**config.mk**
```make
export PLATFORM = sky130hd
export DESIGN_NAME = tt_um_pattern_detector
export DESIGN_NICKNAME = d
export VERILOG_FILES = /design/src/rtl/pattern_det_pkg.sv /design/src/rtl/pattern_match_core.sv /design/src/rtl/tt_um_pattern_detector.sv
export SDC_FILE = /design/constraint.sdc
export NUM_CORES = 1
export LEC_CHECK = 0
export CAP_MARGIN = 20
export CELL_PAD_IN_SITES_DETAIL_PLACEMENT = 1
export CELL_PAD_IN_SITES_GLOBAL_PLACEMENT = 1
export CORE_MARGIN = 10
export CORE_UTILIZATION = 38
export CTS_CLUSTER_SIZE = 20
export DETAILED_ROUTE_END_ITERATION = 12
export PLACE_DENSITY = 0.81
export SYNTH_ARGS = -nofsm -noshare
export SYNTH_HDL_FRONTEND = slang
export SYNTH_HIERARCHICAL = 1
export SYNTH_SLANG_ARGS = --single-unit
```
**constraint.sdc**
```tcl
create_clock -name clk -period 3.65 [get_ports clk]
set_input_delay 0.73 -clock clk [delete_from_list [all_inputs] [get_ports clk]]
set_output_delay 0.73 -clock clk [all_outputs]
set_load 0.005 [all_outputs]
```
**src/rtl/pattern_det_pkg.sv**
```systemverilog
// Shared constants for the serial pattern detector: default sizing, reset
// pattern and the ui_in pin map.
package pattern_det_pkg;

  localparam int PAT_W_DEF = 8;
  localparam int LEN_W_DEF = 3;
  localparam int CNT_W_DEF = 6;

  localparam logic [7:0] DEFAULT_PAT = 8'h0B;
  localparam int         DEFAULT_LEN = 4;

  // ui_in bit positions
  localparam int DIN     = 0;
  localparam int VALID   = 1;
  localparam int OVL     = 2;
  localparam int LOAD    = 3;
  localparam int LEN_LSB = 4;
  localparam int CNT_CLR = 7;

  // Low 'len' bits set; sized for the largest supported pattern (8 bits).
  function automatic logic [7:0] len_mask(input logic [3:0] len);
    logic [7:0] m;
    m = '0;
    for (int i = 0; i < 8; i++)
      m[i] = (4'(i) < len);
    return m;
  endfunction

endpackage

```
**src/rtl/pattern_match_core.sv**
```systemverilog
// Shift history, fill tracking and Mealy compare against the loaded pattern.
module pattern_match_core
  import pattern_det_pkg::*;
#(
  parameter int PAT_W = PAT_W_DEF,
  parameter int LEN_W = LEN_W_DEF
) (
  input  logic             clk,
  input  logic             rst_n,
  input  logic             din_i,
  input  logic             valid_i,
  input  logic             load_i,
  input  logic             ovl_i,
  input  logic [PAT_W-1:0] pat_i,
  input  logic [LEN_W:0]   len_i,
  output logic             match_o
);

  localparam logic [LEN_W-1:0] FILL_MAX = LEN_W'(PAT_W - 1);

  logic [PAT_W-1:0] hist_q, hist_d;
  logic [LEN_W-1:0] fill_q, fill_d;
  logic [PAT_W-1:0] cand;
  logic [PAT_W-1:0] mask;
  logic [7:0]       mask_full;
  logic [LEN_W:0]   len_m1;
  logic             full;

  assign mask_full = len_mask(4'(len_i));
  assign mask      = mask_full[PAT_W-1:0];
  assign cand      = {hist_q[PAT_W-2:0], din_i};
  assign len_m1    = len_i - (LEN_W+1)'(1);
  // Enough earlier bits are held to complete a pattern with the current din
  assign full      = ({1'b0, fill_q} >= len_m1);
  assign match_o   = valid_i & ~load_i & full & (((cand ^ pat_i) & mask) == '0);

  always_comb begin
    hist_d = hist_q;
    fill_d = fill_q;
    if (load_i) begin
      hist_d = '0;
      fill_d = '0;
    end else if (valid_i) begin
      hist_d = cand;
      if (match_o && !ovl_i)
        fill_d = '0;
      else if (fill_q != FILL_MAX)
        fill_d = fill_q + LEN_W'(1);
    end
  end

  always_ff @(posedge clk) begin
    if (!rst_n) begin
      hist_q <= '0;
      fill_q <= '0;
    end else begin
      hist_q <= hist_d;
      fill_q <= fill_d;
    end
  end

endmodule

```
**src/rtl/tt_um_pattern_detector.sv**
```systemverilog
// Tiny Tapeout top: pin mapping, loadable pattern/length/mode, registered
// match pulse and wrapping match counter around the match core.
module tt_um_pattern_detector
  import pattern_det_pkg::*;
#(
  parameter int PAT_W = PAT_W_DEF,
  parameter int LEN_W = LEN_W_DEF,
  parameter int CNT_W = CNT_W_DEF
) (
  input  logic       clk,
  input  logic       rst_n,
  input  logic       ena,
  input  logic [7:0] ui_in,
  input  logic [7:0] uio_in,
  output logic [7:0] uo_out,
  output logic [7:0] uio_out,
  output logic [7:0] uio_oe
);

  logic             din, valid, load, cnt_clr;
  logic             match;
  logic [PAT_W-1:0] pat_q, pat_d;
  logic [LEN_W:0]   len_q, len_d;
  logic             ovl_q, ovl_d;
  logic             mq_q;
  logic [CNT_W-1:0] cnt_q, cnt_d;
  logic             unused_ok;

  assign din     = ui_in[DIN];
  assign valid   = ui_in[VALID];
  assign load    = ui_in[LOAD];
  assign cnt_clr = ui_in[CNT_CLR];

  assign unused_ok = &{1'b0, ena};

  always_comb begin
    pat_d = pat_q;
    len_d = len_q;
    ovl_d = ovl_q;
    if (load) begin
      pat_d = uio_in[PAT_W-1:0];
      len_d = (LEN_W+1)'(ui_in[LEN_LSB +: LEN_W]) + (LEN_W+1)'(1);
      ovl_d = ui_in[OVL];
    end
  end

  // Clear wins over a simultaneous match
  always_comb begin
    cnt_d = cnt_q;
    if (cnt_clr)
      cnt_d = '0;
    else if (match)
      cnt_d = cnt_q + CNT_W'(1);
  end

  always_ff @(posedge clk) begin
    if (!rst_n) begin
      pat_q <= PAT_W'(DEFAULT_PAT);
      len_q <= (LEN_W+1)'(DEFAULT_LEN);
      ovl_q <= 1'b1;
      mq_q  <= 1'b0;
      cnt_q <= '0;
    end else begin
      pat_q <= pat_d;
      len_q <= len_d;
      ovl_q <= ovl_d;
      mq_q  <= match;
      cnt_q <= cnt_d;
    end
  end

  pattern_match_core #(
    .PAT_W (PAT_W),
    .LEN_W (LEN_W)
  ) u_core (
    .clk     (clk),
    .rst_n   (rst_n),
    .din_i   (din),
    .valid_i (valid),
    .load_i  (load),
    .ovl_i   (ovl_q),
    .pat_i   (pat_q),
    .len_i   (len_q),
    .match_o (match)
  );

  assign uo_out  = 8'({cnt_q, mq_q, match});
  assign uio_out = 8'h00;
  assign uio_oe  = 8'h00;

endmodule

```
==> Yosys cells after proc, flatten, opt, wreduce, memory -nomap -nowiden <==
Cells that the tools add are included.
{ "op_classes": {"reduce_logical": 7, "n_eq_ne": 1, "n_addsub": 4, "magnitude_cmp": 9, "bitwise_logic": 7, "mux": 2} }
{ "op_table": {"columns": ["cell", "n"], "rows": [
  ["less-than comparator 3 x 4 -> 1 bit, first input constant", 4],
  ["bitwise AND 8 bit", 1],
  ["zero test 8 bit", 1],
  ["less-than comparator 1 x 4 -> 1 bit, first input constant", 2],
  ["less-than comparator 2 x 4 -> 1 bit, first input constant", 2],
  ["bitwise XOR 8 bit", 1],
  ["adder 6 x 1 -> 6 bit, second input constant", 1],
  ["two-way mux 3 bit", 2],
  ["adder 3 x 1 -> 4 bit, second input constant", 1],
  ["greater-or-equal comparator 3 x 4 -> 1 bit", 1],
  ["OR reduction 2 bit", 2],
  ["subtractor 4 x 1 -> 4 bit, second input constant", 1],
  ["adder 3 x 1 -> 3 bit, second input constant", 1],
  ["bitwise AND 1 bit", 3],
  ["inequality test 3 bit, second input constant", 1],
  ["inverter 1 bit", 2],
  ["AND reduction 2 bit", 1],
  ["nonzero test 2 bit", 1],
  ["logical AND 1 bit", 1],
  ["zero test 1 bit", 1]
]} }
{ "totals": {"register_bits": 30, "output_inout_bits": 24, "input_bits": 19, "elab_cells": 37} }

==> Longest topological paths before layout <==
Gate-level depths: netlist (run 1).
{ "logic_depth": {"ltp_word": 7, "mapped_depth": 11, "ltp_nobuf": 11} }

==> By module <==
Netlist (run 1), hierarchy kept.
{ "modules_own_cells": {"columns": ["mod", "n_inst", "seq_area_each_um2", "cells_per_inst", "area_each_um2"], "rows": [
  ["tt_um_pattern_detector", 1, 400.4, 91, 907.1],
  ["pattern_match_core", 1, 200.2, 77, 733.2]
]} }

==> Worst setup path after synthesis (run 1) <==
No wires, ideal clock.
{ "synth_path": {"path_kind": "register -> output", "start": "register len_q[0]", "end": "output uo_out[0]", "arrival_ps": 1825, "setup_slack_ps": 1095, "required_time_ps": 2920, "path_stages_with_launch": 10, "path_buffers": 1, "cell_sequence": "dfxtp_1 inv_1 ha_1 xnor2_1 ha_1 nand2_1 o21ai_0 o2111a_1 and3_2 buf_4"} }
{ "synth_via": {"elab_chain_cells": 4, "elab_cells_between_ends": 14} }
{ "synth_lines": {"columns": ["element", "line_no", "text"], "rows": [
  ["from (decl)", "tt_um_pattern_detector.sv:23", "logic [LEN_W:0] len_q, len_d;"],
  ["from (signal assigned)", "tt_um_pattern_detector.sv:59", "len_q <= (LEN_W+1)'(DEFAULT_LEN);"],
  ["from (signal assigned)", "tt_um_pattern_detector.sv:65", "len_q <= len_d;"],
  ["subtractor 4 x 1 -> 4 bit (tied with other cells)", "pattern_match_core.sv:32", "assign len_m1 = len_i - (LEN_W+1)'(1);"],
  ["greater-or-equal comparator 3 x 4 -> 1 bit / bitwise AND 8 bit (equally long branches)", "pattern_match_core.sv:34, pattern_match_core.sv:35", null],
  ["bitwise AND 1 bit / zero test 8 bit (equally long branches)", "pattern_match_core.sv:35", "assign match_o = valid_i & ~load_i & full & (((cand ^ pat_i) & mask) == '0);"],
  ["bitwise AND 1 bit *", "pattern_match_core.sv:35", null],
  ["to (decl)", "tt_um_pattern_detector.sv:15", "output logic [7:0] uo_out,"]
]} }
Every way passes the cells marked *; elsewhere a longest branch is shown, timed or not.

==> Worst setup path in the final report (run 1) <==
Ends and elaborated chain as after synthesis.

==> impl_metrics.csv, run 1 <==
group,metric,value,unit
run_status,outcome,"finished clean",
detailed_routing,drt-total-wl,4070,µm
detailed_routing,drt-initial-drc-count,31,
clocking,cts_tree,"built",
final_layout,multiInputGateArea,919.6,µm²
detailed_routing,postRouteAntennaNets,0,
floorplanning,dieWidth,85.70,µm
worst_setup_path,path_common_cell,"ha_1",
power_and_ir_drop,power_per_cell_area,428.3,nW/µm²
detailed_routing,dr_total_vias,1201,
grt,grt_start_max_net_pins,17,
final_layout,fillerInstances,456,
worst_setup_path,slowest_cell_on_the_critical_path,"clkdlybuf4s50_1",
final_layout,postLayoutCoreUtil,0.4914,
timing,min_period,3499,ps
clocking,ctsResizeCount,0,
timing,timing.clock.skew,4.720,ps
yosys,synth.yosys.seq_area_share,0.3661,
worst_setup_path,worstReg2RegStart,"len_q[0]",
clocking,number_of_buffers_created_by_cts,5,
worst_setup_path,cpPeakStageDelay,540,ps
timing,grt_setup_unrepaired,"no",
worst_setup_path,worstPathRequired,2920,ps
power_and_ir_drop,power.sequential.fraction,0.407,
grt,number_of_antenna_violations_at_the_first_check_in_global_routing,0,
final_layout,antenna_cells_inserted,0,
power_and_ir_drop,clkPwrFrac,0.483,
floorplanning,fp-row-count,23,
clocking,cts_setup_buffers,0,
floorplanning,die_h,85.70,µm
grt,grt_first_pass_wirelength,6644,µm
hold_path,hp-class,"reg -> reg",
power_and_ir_drop,switching_share,0.2109,
timing,hold_viol,0,
detailed_routing,wire_per_inst,16.61,µm
clocking,clk_pin_slew,60,ps
place,gp_routability_congestion,0.7426,
yosys,synthesis.instances,168,
power_and_ir_drop,power.ir.vdd_worst,0.0002522,V
detailed_routing,drcViolationCount,0,
worst_setup_path,rrSetupSlack,960,ps
clocking,clkSinkCount,30,
floorplanning,effective_utilization_at_floorplan,0.4014,
grt,grt_util_all_layers,0.1138,
power_and_ir_drop,combinationalPowerShare,0.111,
final_layout,seqCellArea,603.1,µm²
floorplanning,fp.dieArea,7344,µm²
clocking,ctsHoldBuffers,0,
yosys,ys.warnings.count,6,
worst_setup_path,critical_path_start_type,"flop",
final_layout,drive_above_1_share,0.1128,
floorplanning,core-area,4086,µm²
yosys,syn-mean-instance-area,9.764,µm²
grt,grt_pass1_vias,1364,
final_layout,area_growth_from_synthesis_to_final_layout,22.43,%
timing,finalSetupViolCount,0,
final_layout,commonest_cells_after_routing_fill_and_taps_aside,"28 x dfxtp_1, 25 x clkdlybuf4s50_1, 21 x mux2i_1",
job,count_of_max_cap_constraint_violations,0,
yosys,postSynthRegisterBits,30,
worst_setup_path,worst_path_cell_chain,"inv_1 > ha_1 > xnor2_1 > ha_1 > nand2_1 > o21ai_0 > o2111a_1 > and3_2 > clkdlybuf4s50_1",
hold_path,timing.hold.worst.start,"ovl_q",
timing,achievable-frequency,0.2858,GHz
worst_setup_path,timing_startpoint_of_the_critical_path,"len_q[0]",
clocking,clock_latency,280,ps
worst_setup_path,timing.critical_path.buf_inv,2,
worst_setup_path,critPathTopFamily,"buffers and inverters",
yosys,yosys.cell_types.count,34,
timing,tightestPinTransition,517.3,ps
timing,slew_violations,0,
place,portBuffers,25,
floorplanning,design.portCount,43,
worst_setup_path,end_kind,"output pin",
timing,slew_headroom,0.6541,
grt,grt_overflow_total,0,
clocking,root_buffer_master,"clkbuf_8",
timing,timing.final.crit_share,0.9587,
detailed_routing,drt_pre_antenna_iters,4,
timing,finalSetupTns,0,ps
place,dp.final_hpwl,3140,µm
worst_setup_path,critical_path_arrival,2770,ps
final_layout,final_common_cell,"dfxtp_1",
detailed_routing,vias_per_cell,4.902,
power_and_ir_drop,leakagePower,0.8690,nW
clocking,ctsLongestPathBuffers,2,
worst_setup_path,critical_path_class,"reg -> out",
yosys,netlist_area_before_placement,1640,µm²
worst_setup_path,path_max_fanout,7,
final_layout,fin_nets,223,
power_and_ir_drop,power.net_switching,0.1814,mW
power_and_ir_drop,cellInternalPower,0.6788,mW
clocking,cts-htree-levels,2,
## worst paths after layout
kind,cells past startpoint,endpoint
setup / recovery,9,uo_out[0]
hold / removal,2,ovl_q
hold reg to reg,2,ovl_q
setup reg to reg,11,cnt_q[5]
## area by class of cell
type                    instances  share of cell area
clock buffers                   6             0.04112
clock inverters                 2             0.02991
inverters                       4            0.007477
multi-input cells             126              0.4579
flip-flops and latches         30              0.3003
well taps                      50             0.03115
repair buffers                 27              0.1321
## worst register-to-register path: cells and delay by family, from the launching register on
kind	cells	cell delay [ps]
simple gates	4	880
compound gates	3	620
fa+ha+maj	2	530
flops	1	390
xor+xnor	1	130
buf+inv	1	80
## cell usage after synthesis (all sizes together)
cell type  instances  area (µm²)
o21ai              4       20.02
o311a              1       10.01
nand2b             3       18.77
xnor2              8       70.07
and4               1       11.26
o211a              1       10.01
or2                2       15.02
and3               1       7.510
buf               22       157.6
a22oi              1       12.51
nor3b              3       22.52
o41ai              1       8.760
o2111a             1       11.26
and2               1       7.510
inv                4       15.01
nor3               3       30.03
clkbuf             1       3.750
nand4              3       25.02
a21oi              3       15.01
dfxtp             30       600.6
and2b              1       8.760
nor2b              9       56.30
nor2              12       45.04
xor2               7       61.31
mux2i             21       210.2
o22ai              1       6.260
a21boi             1       7.510
or3                1       6.260
ha                10       125.1
conb               1       3.750
nand2             10       37.54
## registers in the layout, indices dropped and copies added (netlist names)
| name | flops |
|---|---|
| cnt_q | 6 |
| u_core/hist_q | 7 |
| u_core/fill_q | 3 |
| mq_q | 1 |
| pat_q | 8 |
| ovl_q | 1 |
| len_q | 4 |
## power groups by stage
stage | Sequential, mW | Clock (mW) | Combinational (mW)
after detailed placement | 0.356 | 0 | 0.0938
after global placement | 0.355 | 0 | 0.0872
final | 0.350 | 0.415 | 0.0953
after CTS | 0.349 | 0.425 | 0.0957
after floorplan | 0.352 | 0 | 0.0734
after global routing | 0.351 | 0.439 | 0.107
## metrics by stage
| stage | std cells | cell area (µm²) | hold WS (ps) | total power, mW | setup WS, ps |
|---|---|---|---|---|---|
| 4_1_cts | 245 | 2006 | 502.3 | 0.8701 | 35.56 |
| 2_1_floorplan | 183 | 1697 | 433.8 | 0.4256 | 1095 |
| 6_report | 245 | 2008 | 495.1 | 0.8602 | 150.9 |
| 5_1_grt | 245 | 2008 | 534.9 | 0.8972 | 27.64 |
| 3_5_place_dp | 237 | 1863 | 484.8 | 0.4499 | 392.5 |
| 3_3_place_gp | 237 | 1863 | 460.6 | 0.4422 | 440.6 |
## routing by layer
layer  wire (µm)  part of all wire  GRT usage  vias to the layer above
met4          72             0.018    0.04341                        0
li1            -                 -          -                      584
met1        1594              0.39     0.1129                      580
met3         220             0.054    0.04825                        7
met5           0                 0          0                        -
met2        2182              0.54     0.2050                       30
## cells by family after synthesis
logic type / count (synthesis) / synth area share
AO/OA/AOI/OAI: 14 / 0.06179
XOR/XNOR: 15 / 0.08009
adder cells (fa/ha/maj): 10 / 0.07628
buffers and inverters: 27 / 0.1075
flip-flops: 30 / 0.3661
multiplexers: 21 / 0.1281
other: 1 / 0.002286
AND/OR/NAND/NOR: 50 / 0.1777
Note: power is estimated with default switching activity, not from simulation.
==> run 2: changes to the inputs <==
--- a/config.mk
+++ b/config.mk
@@ -8,7 +8,6 @@
 export CAP_MARGIN = 20
 export CELL_PAD_IN_SITES_DETAIL_PLACEMENT = 1
 export CELL_PAD_IN_SITES_GLOBAL_PLACEMENT = 1
-export CORE_MARGIN = 10
 export CORE_UTILIZATION = 38
 export CTS_CLUSTER_SIZE = 20
 export DETAILED_ROUTE_END_ITERATION = 12
==> run 2 against run 1 <==
- clock power fell by 34%
- highest routed layer unchanged
- first-iteration DRC count fell by 48%
- die area fell by 38%
==> impl_metrics.csv, run 2 (synthesized netlist as in run 1, its figures left out) <==
group,metric,value,unit
clocking,cts_tree,"built",
final_layout,postLayoutCoreUtil,0.4792,
grt,grt_pass1_vias,1212,
worst_setup_path,end_kind,"output pin",
final_layout,max_flop_register,"pat_q",
final_layout,final_common_cell,"dfxtp_1",
final_layout,drive_above_1_share,0.09744,
place,dpl.cell_count,237,
detailed_routing,wire_per_inst,14.36,µm
detailed_routing,dr_total_vias,1188,
worst_setup_path,worst_path_cell_chain,"inv_1 > ha_1 > xnor2_1 > ha_1 > nand2_1 > o21ai_0 > o2111a_1 > and3_4 > clkdlybuf4s50_1",
hold_path,hp-class,"reg -> reg",
final_layout,top_regs,"pat_q (8), u_core/hist_q (7), cnt_q (6)",
floorplanning,effective_utilization_at_floorplan,0.4014,
detailed_routing,vias_per_cell,4.849,
detailed_routing,drcViolationCount,0,
final_layout,fillerInstances,476,
detailed_routing,drt-initial-drc-count,16,
floorplanning,fp-row-count,23,
timing,hold_viol,0,
detailed_routing,drt_pre_antenna_iters,7,
worst_setup_path,rrSetupSlack,940,ps
clocking,number_of_buffers_created_by_cts,5,
clocking,root_buffer_master,"clkbuf_8",
worst_setup_path,path_max_fanout,7,
worst_setup_path,worstPathRequired,2920,ps
worst_setup_path,path_common_cell,"ha_1",
worst_setup_path,critical_path_start_type,"flop",
floorplanning,design.portCount,43,
timing,slew_headroom,0.6599,
timing,grt_setup_unrepaired,"no",
run_status,outcome,"finished clean",
final_layout,commonest_cells_after_routing_fill_and_taps_aside,"30 x dfxtp_1, 25 x clkdlybuf4s50_1, 21 x mux2i_1",
worst_setup_path,cpPeakStageDelay,530,ps
clocking,clkSinkCount,30,
worst_setup_path,critical_path_arrival,2790,ps
place,dp.final_hpwl,2688,µm
timing,timing.final.crit_share,0.9642,
final_layout,seqCellArea,600.6,µm²
timing,timing.clock.skew,6.504,ps
power_and_ir_drop,leakagePower,0.8437,nW
floorplanning,dieWidth,67.70,µm
detailed_routing,drt-total-wl,3519,µm
timing,tightestPinTransition,508.6,ps
worst_setup_path,critical_path_class,"reg -> out",
worst_setup_path,slowest_cell_on_the_critical_path,"clkdlybuf4s50_1",
timing,slew_violations,0,
job,count_of_max_cap_constraint_violations,0,
floorplanning,die_h,67.70,µm
timing,finalSetupViolCount,0,
final_layout,multiInputGateArea,923.4,µm²
timing,achievable-frequency,0.2841,GHz
timing,min_period,3519,ps
timing,finalSetupTns,0,ps
final_layout,area_growth_from_synthesis_to_final_layout,19.37,%
place,gp_routability_congestion,0.7630,
clocking,cts-htree-levels,2,
power_and_ir_drop,power.ir.vdd_worst,0.0002518,V
place,portBuffers,25,
grt,grt_start_max_net_pins,17,
grt,grt_util_all_layers,0.1742,
clocking,clk_pin_slew,60,ps
clocking,cts_setup_buffers,0,
detailed_routing,postRouteAntennaNets,0,
floorplanning,core-area,4086,µm²
grt,number_of_antenna_violations_at_the_first_check_in_global_routing,0,
floorplanning,fp.dieArea,4583,µm²
final_layout,antenna_cells_inserted,0,
grt,grt_first_pass_wirelength,5692,µm
final_layout,fin_nets,223,
final_layout,fin_cells,245,
clocking,clock_latency,280,ps
grt,grt_overflow_total,0,
final_layout,largest_register_ffs,8,
clocking,ctsLongestPathBuffers,2,
power_and_ir_drop,power_per_cell_area,365.7,nW/µm²
## run 2: path summary, 6_finish.rpt
check,start,to,cells past startpoint
worst max register to register,len_q[0],cnt_q[5],11
worst max-delay path,len_q[0],uo_out[0],9
worst min register to register,cnt_q[5],cnt_q[5],2
worst min-delay path,cnt_q[5],cnt_q[5],2
## run 2: layout make-up
type | count | share of cell area
clock buffers | 7 | 0.04409
clock inverters | 1 | 0.002556
inverters | 4 | 0.007668
multi-input cells | 126 | 0.4716
flip-flops and latches | 30 | 0.3067
well taps | 50 | 0.03195
repair buffers | 27 | 0.1355
## run 2: metrics by stage
stage	cell area [µm²]	setup WS [ps]	hold WS, ps	power [mW]
2_1_floorplan	1697	1095	433.8	0.4256
3_3_place_gp	1863	447.5	464.5	0.4427
3_5_place_dp	1863	379.1	495.9	0.4502
4_1_cts	1954	58.22	505.0	0.7249
5_1_grt	1958	5.313	528.1	0.7513
6_report	1958	130.5	493.8	0.7162
## run 2: repair_timing
| item | in CTS | in global routing |
|---|---|---|
| hold buffers | 0 | 0 |
| gates resized for setup | 0 | 1 |
| setup endpoints to repair | 0 | 1 |
## run 2: power by group
| group | switching [mW] | leakage, nW | internal [mW] | total, mW |
|---|---|---|---|---|
| Clock | 0.121 | 0.0482 | 0.152 | 0.272 |
| Sequential | 0.0108 | 0.245 | 0.338 | 0.348 |
| Combinational | 0.0453 | 0.551 | 0.0501 | 0.0953 |
## run 2: worst max-delay path: cells and delay by family (launching register included)
family,cells,cell delay (ps)
buf+inv,2,640
fa+ha+maj,2,560
flops,1,430
simple gates,2,310
compound gates,2,430
xor+xnor,1,150
## run 2: layer usage
layer,vias up,routed length [µm],GRT usage
met5,-,0,0
met4,0,49,0.07181
met3,6,119,0.04730
met2,29,1938,0.3119
met1,572,1412,0.1909
li1,581,-,-
==> run 3: changes to the inputs <==
--- a/config.mk
+++ b/config.mk
@@ -12,6 +12,7 @@
 export CTS_CLUSTER_SIZE = 20
 export DETAILED_ROUTE_END_ITERATION = 12
 export PLACE_DENSITY = 0.81
+export RECOVER_POWER = 25
 export SYNTH_ARGS = -nofsm -noshare
 export SYNTH_HDL_FRONTEND = slang
 export SYNTH_HIERARCHICAL = 1
==> run 3 against run 2 <==
- global-route usage stayed put
- via count unchanged
- core utilization decreased by 0.092 points
- routed wire length stayed put
- design area decreased by 0.19%
==> impl_metrics.csv, run 3 (synthesized netlist as in run 1, its figures left out) <==
group,metric,value,unit
final_layout,postLayoutCoreUtil,0.4783,
clocking,cts-htree-levels,2,
worst_setup_path,path_max_fanout,7,
worst_setup_path,rrSetupSlack,940,ps
clocking,ctsLongestPathBuffers,2,
job,count_of_max_cap_constraint_violations,0,
worst_setup_path,cpPeakStageDelay,530,ps
clocking,clock_latency,280,ps
grt,grt_use_met3,0.04730,
worst_setup_path,critical_path_arrival,2790,ps
floorplanning,fp.dieArea,4583,µm²
clocking,clkSinkCount,30,
floorplanning,dieWidth,67.70,µm
grt,global_route.peak_usage_layer,"met2",
hold_path,timing.hold.worst.start,"cnt_q[5]",
clocking,number_of_buffers_created_by_cts,5,
timing,slew_headroom,0.3202,
worst_setup_path,critical_path_start_type,"flop",
final_layout,layout.cell_area.non_filler,1954,µm²
worst_setup_path,end_kind,"output pin",
run_status,outcome,"finished clean",
grt,grt_first_pass_wirelength,5692,µm
final_layout,area_growth_from_synthesis_to_final_layout,19.15,%
detailed_routing,drt-total-wl,3519,µm
place,detailed_place.area,1863,µm²
worst_setup_path,worstReg2RegStart,"len_q[0]",
timing,achievable-frequency,0.2841,GHz
timing,finalSetupViolCount,0,
timing,slew_violations,0,
worst_setup_path,crit-reg2reg-capture,"cnt_q[5]",
grt,met1_usage,0.1909,
hold_path,hp-class,"reg -> reg",
place,portBuffers,25,
detailed_routing,postRouteAntennaNets,0,
grt,grt_start_max_net_pins,17,
final_layout,commonest_cells_after_routing_fill_and_taps_aside,"30 x dfxtp_1, 23 x clkdlybuf4s50_1, 21 x mux2i_1",
clocking,cts_tree,"built",
detailed_routing,drcViolationCount,0,
floorplanning,fp-row-count,23,
clocking,cts_setup_buffers,0,
final_layout,seqCellArea,600.6,µm²
worst_setup_path,cp-endpoint,"uo_out[0]",
worst_setup_path,worstPathRequired,2920,ps
floorplanning,core-area,4086,µm²
final_layout,fin_nets,223,
worst_setup_path,timing_startpoint_of_the_critical_path,"len_q[0]",
grt,grt_util_all_layers,0.1742,
clocking,root_buffer_master,"clkbuf_8",
timing,tightestPinTransition,1020,ps
final_layout,top_regs,"pat_q (8), u_core/hist_q (7), cnt_q (6)",
timing,hold_viol,0,
final_layout,multiInputGateArea,923.4,µm²
timing,timing.clock.skew,6.504,ps
final_layout,max_flop_register,"pat_q",
detailed_routing,vias_per_cell,4.849,
final_layout,drive_above_1_share,0.09231,
timing,min_period,3519,ps
power_and_ir_drop,power.total,0.7155,mW
clocking,clk_pin_slew,60,ps
final_layout,antenna_cells_inserted,0,
floorplanning,effective_utilization_at_floorplan,0.4014,
grt,grt_overflow_total,0,
clocking,ctsHoldBuffers,0,
timing,finalSetupTns,0,ps
detailed_routing,drt-initial-drc-count,16,
worst_setup_path,count_of_cells_along_the_worst_register_to_register_path,11,
timing,grt_setup_unrepaired,"no",
place,gp_routability_congestion,0.7630,
worst_setup_path,critical_path_class,"reg -> out",
timing,hold_slack,493.8,ps
timing,timing.final.crit_share,0.9642,
place,dp.final_hpwl,2688,µm
final_layout,fillerInstances,478,
floorplanning,design.portCount,43,
worst_setup_path,worst_path_cell_chain,"inv_1 > ha_1 > xnor2_1 > ha_1 > nand2_1 > o21ai_0 > o2111a_1 > and3_4 > clkdlybuf4s50_1",
grt,grt_use_met2,0.3119,
final_layout,final_common_cell,"dfxtp_1",
final_layout,largest_register_ffs,8,
grt,number_of_antenna_violations_at_the_first_check_in_global_routing,0,
grt,grt_pass1_vias,1212,
power_and_ir_drop,leakagePower,0.8406,nW
power_and_ir_drop,power_per_cell_area,366.1,nW/µm²
detailed_routing,dr_total_vias,1188,
power_and_ir_drop,power.ir.vdd_worst,0.0002513,V
floorplanning,die_h,67.70,µm
worst_setup_path,slowest_cell_on_the_critical_path,"clkdlybuf4s50_1",
detailed_routing,wire_per_inst,14.36,µm
detailed_routing,drt_pre_antenna_iters,6,
worst_setup_path,path_common_cell,"ha_1",
clocking,ctsResizeCount,0,
==> run 3: routing by layer <==
layer	vias to the layer above	wire [µm]
met1	572	1412
met2	29	1937
met3	6	119
li1	581	-
met4	0	49
met5	-	0
==> run 3: power breakdown <==
part	total (mW)	switching (mW)	internal, mW
Clock	0.272	0.121	0.152
Combinational	0.0947	0.0453	0.0494
Sequential	0.348	0.0108	0.338
Total	0.715	0.177	0.539
==> run 3: layout make-up <==
| class | instances | share of cell area |
|---|---|---|
| Timing Repair Buffer | 27 | 0.1338 |
| Tap cell | 50 | 0.03201 |
| Clock buffer | 7 | 0.04417 |
| Inverter | 4 | 0.007682 |
| Clock inverter | 1 | 0.002561 |
| Sequential cell | 30 | 0.3073 |
| Multi-Input combinational cell | 126 | 0.4725 |
==> run 3: worst min path at each step <==
stage	end	cells past startpoint
after CTS	cnt_q[5]	2
after global routing	cnt_q[5]	2
after floorplan	ovl_q	2
final	cnt_q[5]	2
after detailed placement	cnt_q[5]	2
after global placement	ovl_q	2
==> run 3: worst max-delay path: cells and delay by family (launching register included) <==
kind / cells / cell delay [ps]
DFF: 1 / 430
adders and majority gates: 2 / 560
and+or+nand+nor: 2 / 310
buffers and inverters: 2 / 640
xor gates and xnor gates: 1 / 150
AOI/OAI and AO/OA: 2 / 430
==> run 3: stage by stage <==
stage / instances / worst slack, ps
global placement: 237 / 447.5
detailed placement: 237 / 379.1
floorplan: 183 / 1095
global route: 245 / 5.313
finish: 245 / 130.6
CTS: 245 / 58.22
